File: src/rtl/fb_pkg.sv
// Shared frame-buffer types and defaults for the write-port arbiter slice.
package fb_pkg;

    localparam int unsigned FB_W_DEF = 256;
    localparam int unsigned FB_H_DEF = 240;
    localparam int unsigned COORD_W  = 8;
    localparam int unsigned COL_W    = 6;

    typedef logic [COL_W-1:0]   nes_col_t;
    typedef logic [COORD_W-1:0] fb_coord_t;

    typedef struct packed {
        fb_coord_t x;
        fb_coord_t y;
        nes_col_t  col;
    } fb_wr_t;

    typedef enum logic [0:0] {
        ARB   = 1'b0,
        CLEAR = 1'b1
    } arb_state_t;

endpackage

File: src/rtl/fb_wr_arbiter_if.sv
// Requester/clear/frame-buffer write bundle between PPU+host logic and the arbiter.
interface fb_wr_arbiter_if;
    import fb_pkg::*;

    logic      ppu_req;
    fb_coord_t ppu_x;
    fb_coord_t ppu_y;
    nes_col_t  ppu_col;
    logic      ppu_gnt;

    logic      host_req;
    fb_coord_t host_x;
    fb_coord_t host_y;
    nes_col_t  host_col;
    logic      host_gnt;

    logic      clr_req;
    nes_col_t  clr_col;
    logic      clr_busy;
    logic      clr_done;

    logic      fb_we;
    fb_coord_t fb_x;
    fb_coord_t fb_y;
    nes_col_t  fb_di;

    modport master (
        output ppu_req, ppu_x, ppu_y, ppu_col,
        output host_req, host_x, host_y, host_col,
        output clr_req, clr_col,
        input  ppu_gnt, host_gnt, clr_busy, clr_done,
        input  fb_we, fb_x, fb_y, fb_di
    );

    modport slave (
        input  ppu_req, ppu_x, ppu_y, ppu_col,
        input  host_req, host_x, host_y, host_col,
        input  clr_req, clr_col,
        output ppu_gnt, host_gnt, clr_busy, clr_done,
        output fb_we, fb_x, fb_y, fb_di
    );

endinterface

File: src/rtl/fb_clear_seq.sv
// Raster counter for the clear sequencer: x wraps at FB_W-1 and bumps y.
module fb_clear_seq
    import fb_pkg::*;
#(
    parameter int unsigned FB_W = FB_W_DEF,
    parameter int unsigned FB_H = FB_H_DEF
) (
    input  logic      clk,
    input  logic      rst,
    input  logic      start,
    input  logic      adv,
    output fb_coord_t x,
    output fb_coord_t y,
    output logic      last_c
);

    localparam fb_coord_t X_LAST = fb_coord_t'(FB_W - 1);
    localparam fb_coord_t Y_LAST = fb_coord_t'(FB_H - 1);

    assign last_c = (x == X_LAST) && (y == Y_LAST);

    always_ff @(posedge clk) begin
        if (rst || start) begin
            x <= '0;
            y <= '0;
        end else if (adv) begin
            if (x == X_LAST) begin
                x <= '0;
                y <= y + fb_coord_t'(1);
            end else begin
                x <= x + fb_coord_t'(1);
            end
        end
    end

endmodule

File: src/rtl/fb_wr_arbiter.sv
// Single-port frame-buffer write arbiter (PPU over host) with a full-frame clear.
// Build option: FBARB_STARVE_GUARD_EN bounds PPU runs while the host waits.
module fb_wr_arbiter
    import fb_pkg::*;
#(
    parameter int unsigned FB_W = FB_W_DEF,
    parameter int unsigned FB_H = FB_H_DEF
`ifdef FBARB_STARVE_GUARD_EN
    ,
    parameter int unsigned MAX_PPU_RUN = 16
`endif
) (
    input  logic             clk,
    input  logic             rst,
    fb_wr_arbiter_if.slave   bus
);

    arb_state_t state;
    nes_col_t   clr_col_q;
    fb_coord_t  cx;
    fb_coord_t  cy;
    logic       last_c;
    logic       in_arb;
    logic       start_clr;
    logic       ppu_gnt_c;
    logic       host_gnt_c;
    logic       host_turn;
    fb_wr_t     wr_sel;

    assign in_arb     = (state == ARB) && !rst;
    assign start_clr  = in_arb && bus.clr_req;
    assign ppu_gnt_c  = in_arb && !bus.clr_req && bus.ppu_req && !host_turn;
    assign host_gnt_c = in_arb && !bus.clr_req && bus.host_req && !ppu_gnt_c;

    assign bus.ppu_gnt  = ppu_gnt_c;
    assign bus.host_gnt = host_gnt_c;

`ifdef FBARB_STARVE_GUARD_EN
    localparam int unsigned RUN_W = $clog2(MAX_PPU_RUN + 1);

    logic [RUN_W-1:0] run_cnt;

    assign host_turn = (run_cnt >= RUN_W'(MAX_PPU_RUN)) && bus.host_req;

    // Counts PPU wins while the host is kept waiting.
    always_ff @(posedge clk) begin
        if (rst || start_clr || !bus.host_req || host_gnt_c) begin
            run_cnt <= '0;
        end else if (ppu_gnt_c && (run_cnt < RUN_W'(MAX_PPU_RUN))) begin
            run_cnt <= run_cnt + RUN_W'(1);
        end
    end
`else
    assign host_turn = 1'b0;
`endif

    always_comb begin
        wr_sel = '{x: bus.host_x, y: bus.host_y, col: bus.host_col};
        if (ppu_gnt_c) begin
            wr_sel = '{x: bus.ppu_x, y: bus.ppu_y, col: bus.ppu_col};
        end
    end

    fb_clear_seq #(
        .FB_W (FB_W),
        .FB_H (FB_H)
    ) u_clear_seq (
        .clk    (clk),
        .rst    (rst),
        .start  (start_clr),
        .adv    (state == CLEAR),
        .x      (cx),
        .y      (cy),
        .last_c (last_c)
    );

    // State and registered write port; a clear returns to ARB with the last pixel.
    always_ff @(posedge clk) begin
        if (rst) begin
            state        <= ARB;
            clr_col_q    <= '0;
            bus.fb_we    <= 1'b0;
            bus.fb_x     <= '0;
            bus.fb_y     <= '0;
            bus.fb_di    <= '0;
            bus.clr_busy <= 1'b0;
            bus.clr_done <= 1'b0;
        end else begin
            case (state)
                ARB: begin
                    bus.clr_done <= 1'b0;
                    bus.fb_we    <= ppu_gnt_c || host_gnt_c;
                    if (ppu_gnt_c || host_gnt_c) begin
                        bus.fb_x  <= wr_sel.x;
                        bus.fb_y  <= wr_sel.y;
                        bus.fb_di <= wr_sel.col;
                    end
                    if (bus.clr_req) begin
                        state        <= CLEAR;
                        clr_col_q    <= bus.clr_col;
                        bus.clr_busy <= 1'b1;
                    end
                end
                CLEAR: begin
                    bus.fb_we <= 1'b1;
                    bus.fb_x  <= cx;
                    bus.fb_y  <= cy;
                    bus.fb_di <= clr_col_q;
                    if (last_c) begin
                        state        <= ARB;
                        bus.clr_busy <= 1'b0;
                        bus.clr_done <= 1'b1;
                    end
                end
                default: state <= ARB;
            endcase
        end
    end

endmodule

File: src/flat_wrapper.sv
// flat-port wrapper written by rule: the top's interface ports become plain ports
module fb_wr_arbiter_flat import fb_pkg::*;
#(
    parameter int unsigned FB_W = FB_W_DEF,
    parameter int unsigned FB_H = FB_H_DEF

)
  (clk, rst, bus_ppu_req, bus_ppu_x, bus_ppu_y, bus_ppu_col, bus_host_req, bus_host_x, bus_host_y, bus_host_col, bus_clr_req, bus_clr_col, bus_ppu_gnt, bus_host_gnt, bus_clr_busy, bus_clr_done, bus_fb_we, bus_fb_x, bus_fb_y, bus_fb_di);
  fb_wr_arbiter_if bus_i ();
  input  logic clk;
  input  logic rst;
  input wire logic [$bits(bus_i.ppu_req)-1:0] bus_ppu_req;
  input wire logic [$bits(bus_i.ppu_x)-1:0] bus_ppu_x;
  input wire logic [$bits(bus_i.ppu_y)-1:0] bus_ppu_y;
  input wire logic [$bits(bus_i.ppu_col)-1:0] bus_ppu_col;
  input wire logic [$bits(bus_i.host_req)-1:0] bus_host_req;
  input wire logic [$bits(bus_i.host_x)-1:0] bus_host_x;
  input wire logic [$bits(bus_i.host_y)-1:0] bus_host_y;
  input wire logic [$bits(bus_i.host_col)-1:0] bus_host_col;
  input wire logic [$bits(bus_i.clr_req)-1:0] bus_clr_req;
  input wire logic [$bits(bus_i.clr_col)-1:0] bus_clr_col;
  output wire logic [$bits(bus_i.ppu_gnt)-1:0] bus_ppu_gnt;
  output wire logic [$bits(bus_i.host_gnt)-1:0] bus_host_gnt;
  output wire logic [$bits(bus_i.clr_busy)-1:0] bus_clr_busy;
  output wire logic [$bits(bus_i.clr_done)-1:0] bus_clr_done;
  output wire logic [$bits(bus_i.fb_we)-1:0] bus_fb_we;
  output wire logic [$bits(bus_i.fb_x)-1:0] bus_fb_x;
  output wire logic [$bits(bus_i.fb_y)-1:0] bus_fb_y;
  output wire logic [$bits(bus_i.fb_di)-1:0] bus_fb_di;
  assign bus_i.ppu_req = bus_ppu_req;
  assign bus_i.ppu_x = bus_ppu_x;
  assign bus_i.ppu_y = bus_ppu_y;
  assign bus_i.ppu_col = bus_ppu_col;
  assign bus_i.host_req = bus_host_req;
  assign bus_i.host_x = bus_host_x;
  assign bus_i.host_y = bus_host_y;
  assign bus_i.host_col = bus_host_col;
  assign bus_i.clr_req = bus_clr_req;
  assign bus_i.clr_col = bus_clr_col;
  assign bus_ppu_gnt = bus_i.ppu_gnt;
  assign bus_host_gnt = bus_i.host_gnt;
  assign bus_clr_busy = bus_i.clr_busy;
  assign bus_clr_done = bus_i.clr_done;
  assign bus_fb_we = bus_i.fb_we;
  assign bus_fb_x = bus_i.fb_x;
  assign bus_fb_y = bus_i.fb_y;
  assign bus_fb_di = bus_i.fb_di;
  fb_wr_arbiter #(.FB_W(FB_W), .FB_H(FB_H)) u_core (.clk(clk), .rst(rst), .bus(bus_i));
endmodule
File: config.mk
export PLATFORM = sky130hd
export DESIGN_NAME = fb_wr_arbiter_flat
export DESIGN_NICKNAME = d
export VERILOG_FILES = /design/src/rtl/fb_pkg.sv /design/src/rtl/fb_wr_arbiter_if.sv /design/src/rtl/fb_clear_seq.sv /design/src/rtl/fb_wr_arbiter.sv /design/src/flat_wrapper.sv
export SDC_FILE = /design/constraint.sdc
export NUM_CORES = 1
export LEC_CHECK = 0
export BUFFER_PORTS_ARGS = -buffer_cell sky130_fd_sc_hd__buf_2
export CAP_MARGIN = 20
export CORE_ASPECT_RATIO = 1.4
export CORE_MARGIN = 2
export CORE_UTILIZATION = 45
export DETAILED_ROUTE_END_ITERATION = 10
export PLACE_DENSITY_LB_ADDON = 0.25
export RECOVER_POWER = 100
export SLEW_MARGIN = 5
export SYNTH_ARGS = -nofsm -noshare
export SYNTH_HDL_FRONTEND = slang
export SYNTH_SLANG_ARGS = --single-unit
export TNS_END_PERCENT = 20
File: constraint.sdc
create_clock -name clk -period 2.5 [get_ports clk]
set_clock_uncertainty 0.05 [all_clocks]
set_input_delay 0.5 -clock clk [delete_from_list [all_inputs] [get_ports clk]]
set_output_delay 0.5 -clock clk [all_outputs]
set_load 0.01 [all_outputs]
==> reports/qor.csv, run 1 <==
stage,metric,value,unit
run_status,run status,"complete, no violations",
yosys,"Async S/R FF share, synth",0,%
grt,number of global-route vias before repair,1980,
yosys,Synth cell types,35,
die,Top Ports,82,
routing,routed vias,2155,
cells_and_area,Fillers,497,
routing,total iterations of the first detailed-routing run,4,
cells_and_area,share of cells above drive strength 1,27.1,%
die,Die Span X,65.3,um
critical_path,Critical Path Max Stage Delay,320,ps
sta,relative max-transition margin,52.9,%
grt,Tot GR Track Use,19.3,%
cells_and_area,n_diodes,0,
yosys,"EDFF count, synth",0,
yosys,Syn Std Cell Area,2370,um^2
power_and_ir_drop,sw power,0.000394,W
routing,Detailed Route WL,5580,um
power_and_ir_drop,Lkg Pwr,1.10,nW
critical_path,crit end category,output port,
routing,wire per inst,13.7,um
cells_and_area,area added between synthesis and finish,21.6,%
routing,post-route ant nets,0,
clocking,hold_buf cts,0,
critical_path,crit start category,flip-flop,
power_and_ir_drop,Internal,0.00120,W
clocking,deepest clock path buffer count,2,
yosys,Synth Area per Inst,8.87,um^2
yosys,Seq cells post-synth,48,
place,Port Buffers,81,
yosys,most common flop cell mapped by yosys,dfxtp_1,
die,Core Area,5120,um^2
sta,f_max,0.502,GHz
power_and_ir_drop,pwr dens,555,nW/um^2
critical_path,"Data arrival, critical path",1440,ps
sta,RSZ-0062 raised after global routing,no,
place,Post-DP Area,2810,um^2
hold_path,min-delay src,bus_clr_col[1],
clocking,clock tree root driver cell,clkbuf_8,
sta,fin crit share,79.8,%
die,Die Y,89.8,um
cells_and_area,multi-input logic area,1290,um^2
die,num rows,31,
power_and_ir_drop,Sequential Power Share,50.7,%
flow_run,Max Cap Viol,0,
routing,DRC,0,
hold_path,worst hold path class,in2reg,
critical_path,CP Max Fanout,18,
grt,largest net degree at the start of global routing,27,
critical_path,CP Class,reg2out,
sta,worst hold margin,381,ps
grt,total gr overflow,0,
critical_path,CP required,1950,ps
critical_path,origin of the critical flop-to-flop path,u_core.u_clear_seq.x[4]$_SDFFE_PP0P_,
cells_and_area,"commonest non-fill, non-tap cells in the layout","buf_2, dfxtp_1, nand2_1",
sta,final number of setup-violating endpoints,0,
place,detailed placement HPWL,4060,um
sta,TNS Setup,0,ps
cells_and_area,sequential standard cell area,961,um^2
power_and_ir_drop,Max rail drop VDD,0.266,mV
routing,DRT iter0 DRCs,112,
clocking,Resize count post-CTS,0,
clocking,CTS sink cnt,48,
clocking,"CTS clk-pin slew, worst paths",80,ps
sta,Tmin final,1990,ps
place,Placed Instances,398,
cells_and_area,Finished Cell Area,2880,um^2
critical_path,crit path cell chain,buf_4 > nor2_1 > nor4bb_1 > clkbuf_1,
sta,worst-margin pin slew,707,ps
clocking,H-tree levels,2,
cells_and_area,Non-Filler Instances,406,
clocking,cts bufs inserted,5,
yosys,synth warn,0,
routing,DR vias/cell,5.31,
critical_path,Worst Setup SP,u_core.state$_SDFF_PP0_,
sta,Max Slew Vio Count,0,
clocking,clock latency on the worst-skew pair,300,ps
power_and_ir_drop,clock share of power,34.7,%
cells_and_area,"commonest non-fill, non-tap cell in the layout",buf_2,
clocking,Post-CTS Repair Setup Buffers,0,
cells_and_area,Nets,396,
critical_path,slowest cell on the critical path,dfxtp_1,
sta,Hold Fails Final Rpt,0,
yosys,cells after synthesis,267,
place,Final GP Congestion,0.834,
die,DIE AREA,5870,um^2
power_and_ir_drop,switching power share of the total,24.7,%
power_and_ir_drop,combinational group share of total power,14.6,%
grt,antenna violations before repair,0,
clocking,CTS tree,built,
die,Initial Util,46.3,%
yosys,Synth Net Count,324,
grt,first-pass GRT wire length,9150,um
yosys,sequential fraction of the synthesis area,40.6,%
## synthesized netlist by cell type (3+ instances only)
library cell,n,area share [%]
o31ai_1,3,0.95
nand4_1,6,1.6
nor4_1,5,1.3
o22ai_1,21,5.5
mux2_2,21,10
clkbuf_1,11,1.7
mux2i_1,25,11
inv_1,4,0.63
a21oi_1,14,3.0
nor3_1,3,0.63
nand3_1,10,2.1
o21ai_0,5,1.1
nor2_1,7,1.1
dfxtp_1,48,41
buf_2,9,1.9
nand2_1,40,6.3
or3_1,7,1.8
or4_1,4,1.3
## metal layers
| metal | GRT usage, % | vias to the layer above | routed length, um |
|---|---|---|---|
| li1 | - | 1107 | - |
| met1 | 26.3 | 974 | 2580 |
| met2 | 30.8 | 68 | 2590 |
| met3 | 3.88 | 6 | 339 |
| met4 | 5.73 | 0 | 72 |
| met5 | 0 | - | 0 |
## through the flow
stage / setup slack [ps] / total power [W] / utilization, %
floorplan: 628 / 0.000980 / -
global placement: 504 / 0.00106 / 54.8
detailed placement: 451 / 0.00107 / 54.8
CTS: 525 / 0.00162 / 57.0
global route: 373 / 0.00167 / 56.2
finish: 506 / 0.00160 / 56.2
## path summary, 6_finish.rpt
path / slack, ps / end / cells after the start
worst max-delay path: 510 / bus_host_gnt / 4
worst max register to register: 650 / u_core.u_clear_seq.y[3]$_SDFFE_PP0P_ / 3
worst min-delay path: 380 / u_core.clr_col_q[1]$_SDFFE_PP0P_ / 3
worst min register to register: 410 / u_core.clr_col_q[0]$_SDFFE_PP0P_ / 2
## area by class of cell
class                      instances  share of cell area [%]
multi-input combinational        192                    44.9
sequential                        48                    33.4
timing repair buffer              88                    14.5
tap                               66                    2.87
clock buffer                       5                    2.39
clock inverter                     3                    1.48
inverter                           4                   0.522
## registers in the layout, summed over array words and instances (netlist names)
signal / flops
u_core.bus.fb_we: 1
u_core.u_clear_seq.y: 8
u_core.bus.fb_di: 6
u_core.u_clear_seq.x: 8
u_core.bus.clr_busy: 1
u_core.bus.fb_x: 8
u_core.state: 1
u_core.bus.fb_y: 8
u_core.bus.clr_done: 1
u_core.clr_col_q: 6
## cells by family after synthesis
| logic type | count (synthesis) | synth area share (%) |
|---|---|---|
| buf+inv | 27 | 4.91 |
| simple gates | 92 | 19.1 |
| compound gates | 49 | 12.7 |
| flops | 48 | 40.6 |
| xor+xnor | 3 | 1.11 |
| mux | 46 | 20.5 |
| fa+ha+maj | 2 | 1.06 |
## power by group through the flow
stage	sequential [W]	clock [W]	combinational, W
floorplan	0.000839	0	0.000141
global placement	0.000828	0	0.000237
detailed placement	0.000828	0	0.000241
CTS	0.000810	0.000566	0.000242
global route	0.000815	0.000597	0.000259
finish	0.000811	0.000555	0.000234
## critical path: cells and delay by family, from the launching register on
kind	cells	cell delay (ps)
AND/OR/NAND/NOR	2	450
buffers and inverters	2	370
flip-flops	1	320
(Power assumes the default switching activity.)
==> run 2, diff against run 1 <==
==> constraint.sdc (replaced) <==
create_clock -name clk -period 2 [get_ports clk]
set_clock_uncertainty 0.05 [all_clocks]
set_input_delay 0.4 -clock clk [delete_from_list [all_inputs] [get_ports clk]]
set_output_delay 0.4 -clock clk [all_outputs]
set_load 0.01 [all_outputs]
==> run 2 against run 1 <==
Compared with the run above: die area stayed put; cell area hardly changed; combinational power is 26% higher; wire length is 1.1% higher; core utilization hardly changed; via count is 1.8% higher; global-route usage is 0.25 points lower; clock power is 3.6% lower; largest cell class unchanged.
==> reports/qor.csv, run 2 (synthesized netlist as in run 1, its figures left out) <==
stage,metric,value,unit,change
clocking,cts bufs inserted,5,,unchanged
sta,fin crit share,89.7,%,
power_and_ir_drop,Lkg Pwr,1.10,nW,about the same
critical_path,CP Max Fanout,9,,was 18
routing,routed vias,2193,,"was 2,155"
place,Placed Instances,401,,was 398
clocking,hold_buf cts,0,,unchanged
critical_path,R2R depth,5,,was 3
clocking,Resize count post-CTS,0,,unchanged
routing,DRC,0,,unchanged
routing,total iterations of the first detailed-routing run,4,,unchanged
critical_path,R2R Setup Slk,240,ps,was 650 ps
place,Port Buffers,81,,unchanged
clocking,"CTS clk-pin slew, worst paths",80,ps,about the same
cells_and_area,share of cells above drive strength 1,26.9,%,was 27.1%
cells_and_area,Nets,399,,was 396
cells_and_area,"commonest non-fill, non-tap cell in the layout",buf_2,,unchanged
clocking,Post-CTS Repair Setup Buffers,0,,unchanged
die,Die Y,89.8,um,unchanged
sta,relative max-transition margin,65.2,%,was 52.9%
cells_and_area,n_diodes,0,,unchanged
sta,Tmin final,1790,ps,
grt,antenna violations before repair,0,,unchanged
critical_path,origin of the critical flop-to-flop path,u_core.u_clear_seq.x[0]$_SDFFE_PP0P_,,was u_core.u_clear_seq.x[4]$_SDFFE_PP0P_
die,Die Span X,65.3,um,unchanged
cells_and_area,"commonest non-fill, non-tap cells in the layout","buf_2, dfxtp_1, nand2_1",,unchanged
sta,RSZ-0062 raised after global routing,no,,unchanged
run_status,run status,"complete, no violations",,unchanged
sta,TNS Setup,0,ps,unchanged
hold_path,Hold EP,u_core.clr_col_q[2]$_SDFFE_PP0P_,,was u_core.clr_col_q[1]$_SDFFE_PP0P_
flow_run,Max Cap Viol,0,,unchanged
grt,first-pass GRT wire length,9150,um,unchanged
critical_path,crit end category,output port,,unchanged
place,Post-DP Area,2840,um^2,was 2810 um^2
sta,worst-margin pin slew,518,ps,was 707 ps
sta,Max Slew Vio Count,0,,unchanged
grt,total gr overflow,0,,unchanged
die,Top Ports,82,,unchanged
clocking,deepest clock path buffer count,2,,unchanged
cells_and_area,Non-Filler Instances,408,,was 406
place,detailed placement HPWL,4220,um,was 4060 um
critical_path,crit start category,flip-flop,,unchanged
sta,Hold Fails Final Rpt,0,,unchanged
critical_path,CP Class,reg2out,,unchanged
critical_path,reg2reg end,u_core.bus.clr_busy$_SDFFE_PP0P_,,was u_core.u_clear_seq.y[3]$_SDFFE_PP0P_
routing,DRT iter0 DRCs,83,,was 112
grt,number of global-route vias before repair,2050,,"was 1,980"
sta,f_max,0.557,GHz,
die,num rows,31,,unchanged
routing,wire per inst,13.8,um,was 13.7 um
cells_and_area,area added between synthesis and finish,21.6,%,about the same
clocking,CTS sink cnt,48,,unchanged
routing,post-route ant nets,0,,unchanged
grt,largest net degree at the start of global routing,22,,was 27
grt,Tot GR Track Use,19.1,%,was 19.3%
power_and_ir_drop,pwr dens,642,nW/um^2,was 555 nW/um^2
die,Core Area,5120,um^2,unchanged
sta,final number of setup-violating endpoints,0,,unchanged
critical_path,CP required,1550,ps,was 1950 ps
routing,DR vias/cell,5.38,,was 5.31
clocking,clock tree root driver cell,clkbuf_8,,unchanged
hold_path,min-delay src,bus_clr_col[2],,was bus_clr_col[1]
clocking,H-tree levels,2,,unchanged
cells_and_area,Finished Cell Area,2880,um^2,about the same
routing,Detailed Route WL,5640,um,was 5580 um
critical_path,"Data arrival, critical path",1340,ps,was 1440 ps
place,Final GP Congestion,0.772,,was 0.834
die,DIE AREA,5870,um^2,unchanged
clocking,CTS tree,built,,unchanged
clocking,clock latency on the worst-skew pair,290,ps,was 300 ps
hold_path,Hold Path Depth,3,,unchanged
die,Initial Util,46.3,%,unchanged
hold_path,worst hold path class,in2reg,,unchanged
power_and_ir_drop,Max rail drop VDD,0.413,mV,was 0.266 mV
==> run 2: cell count changes in the layout (fill, tap and decap cells not counted), sizes merged <==
| cell | delta |
|---|---|
| clkbuf | +1 |
| clkinvlp | -1 |
| bufinv | -1 |
| buf | +3 |
==> run 2: metal layers <==
layer  up-vias  GRT usage, %  routed length, um
met4         0          4.86                 65
met2        62          32.3               2680
met5         -             0                  0
li1       1114             -                  -
met1      1011          24.6               2590
met3         6          3.63                314
==> run 2: worst max-delay path by stage <==
stage	from	endpoint	depth (start not counted)
after floorplan	bus_ppu_req	bus_host_gnt	3
after global placement	u_core.u_clear_seq.x[0]$_SDFFE_PP0P_	u_core.bus.clr_busy$_SDFFE_PP0P_	5
after detailed placement	u_core.u_clear_seq.x[0]$_SDFFE_PP0P_	u_core.bus.clr_busy$_SDFFE_PP0P_	5
after CTS	u_core.u_clear_seq.x[0]$_SDFFE_PP0P_	u_core.bus.clr_busy$_SDFFE_PP0P_	5
after global routing	u_core.state$_SDFF_PP0_	u_core.clr_col_q[5]$_SDFFE_PP0P_	5
final	u_core.state$_SDFF_PP0_	bus_host_gnt	3
==> run 2: power breakdown <==
part	switching, W	internal [W]
Combinational	0.000148	0.000148
Clock	0.000297	0.000238
Sequential	0.0000237	0.000993
Total	0.000469	0.00138
==> run 2: area by class of cell <==
class | instances | area (um^2)
timing repair buffer | 91 | 453
inverter | 4 | 15.0
clock buffer | 6 | 72.6
clock inverter | 1 | 5.00
fill | 514 | 2240
multi-input combinational | 192 | 1290
sequential | 48 | 961
tap | 66 | 82.6
==> run 2: critical path, cell delays in order, from the launching register on <==
cell and delay (ps):
dfxtp_1 390, nor2_1 240, nor4bb_1 240, clkbuf_1 180
==> run 2: stage by stage <==
stage	setup WS [ps]	power, W	utilization [%]	hold slack (ps)
2_1_floorplan	328	0.00122	-	386
3_3_place_gp	245	0.00134	55.5	394
3_5_place_dp	228	0.00135	55.5	401
4_1_cts	211	0.00188	57.0	284
5_1_grt	63.0	0.00194	56.3	287
6_report	206	0.00185	56.3	291
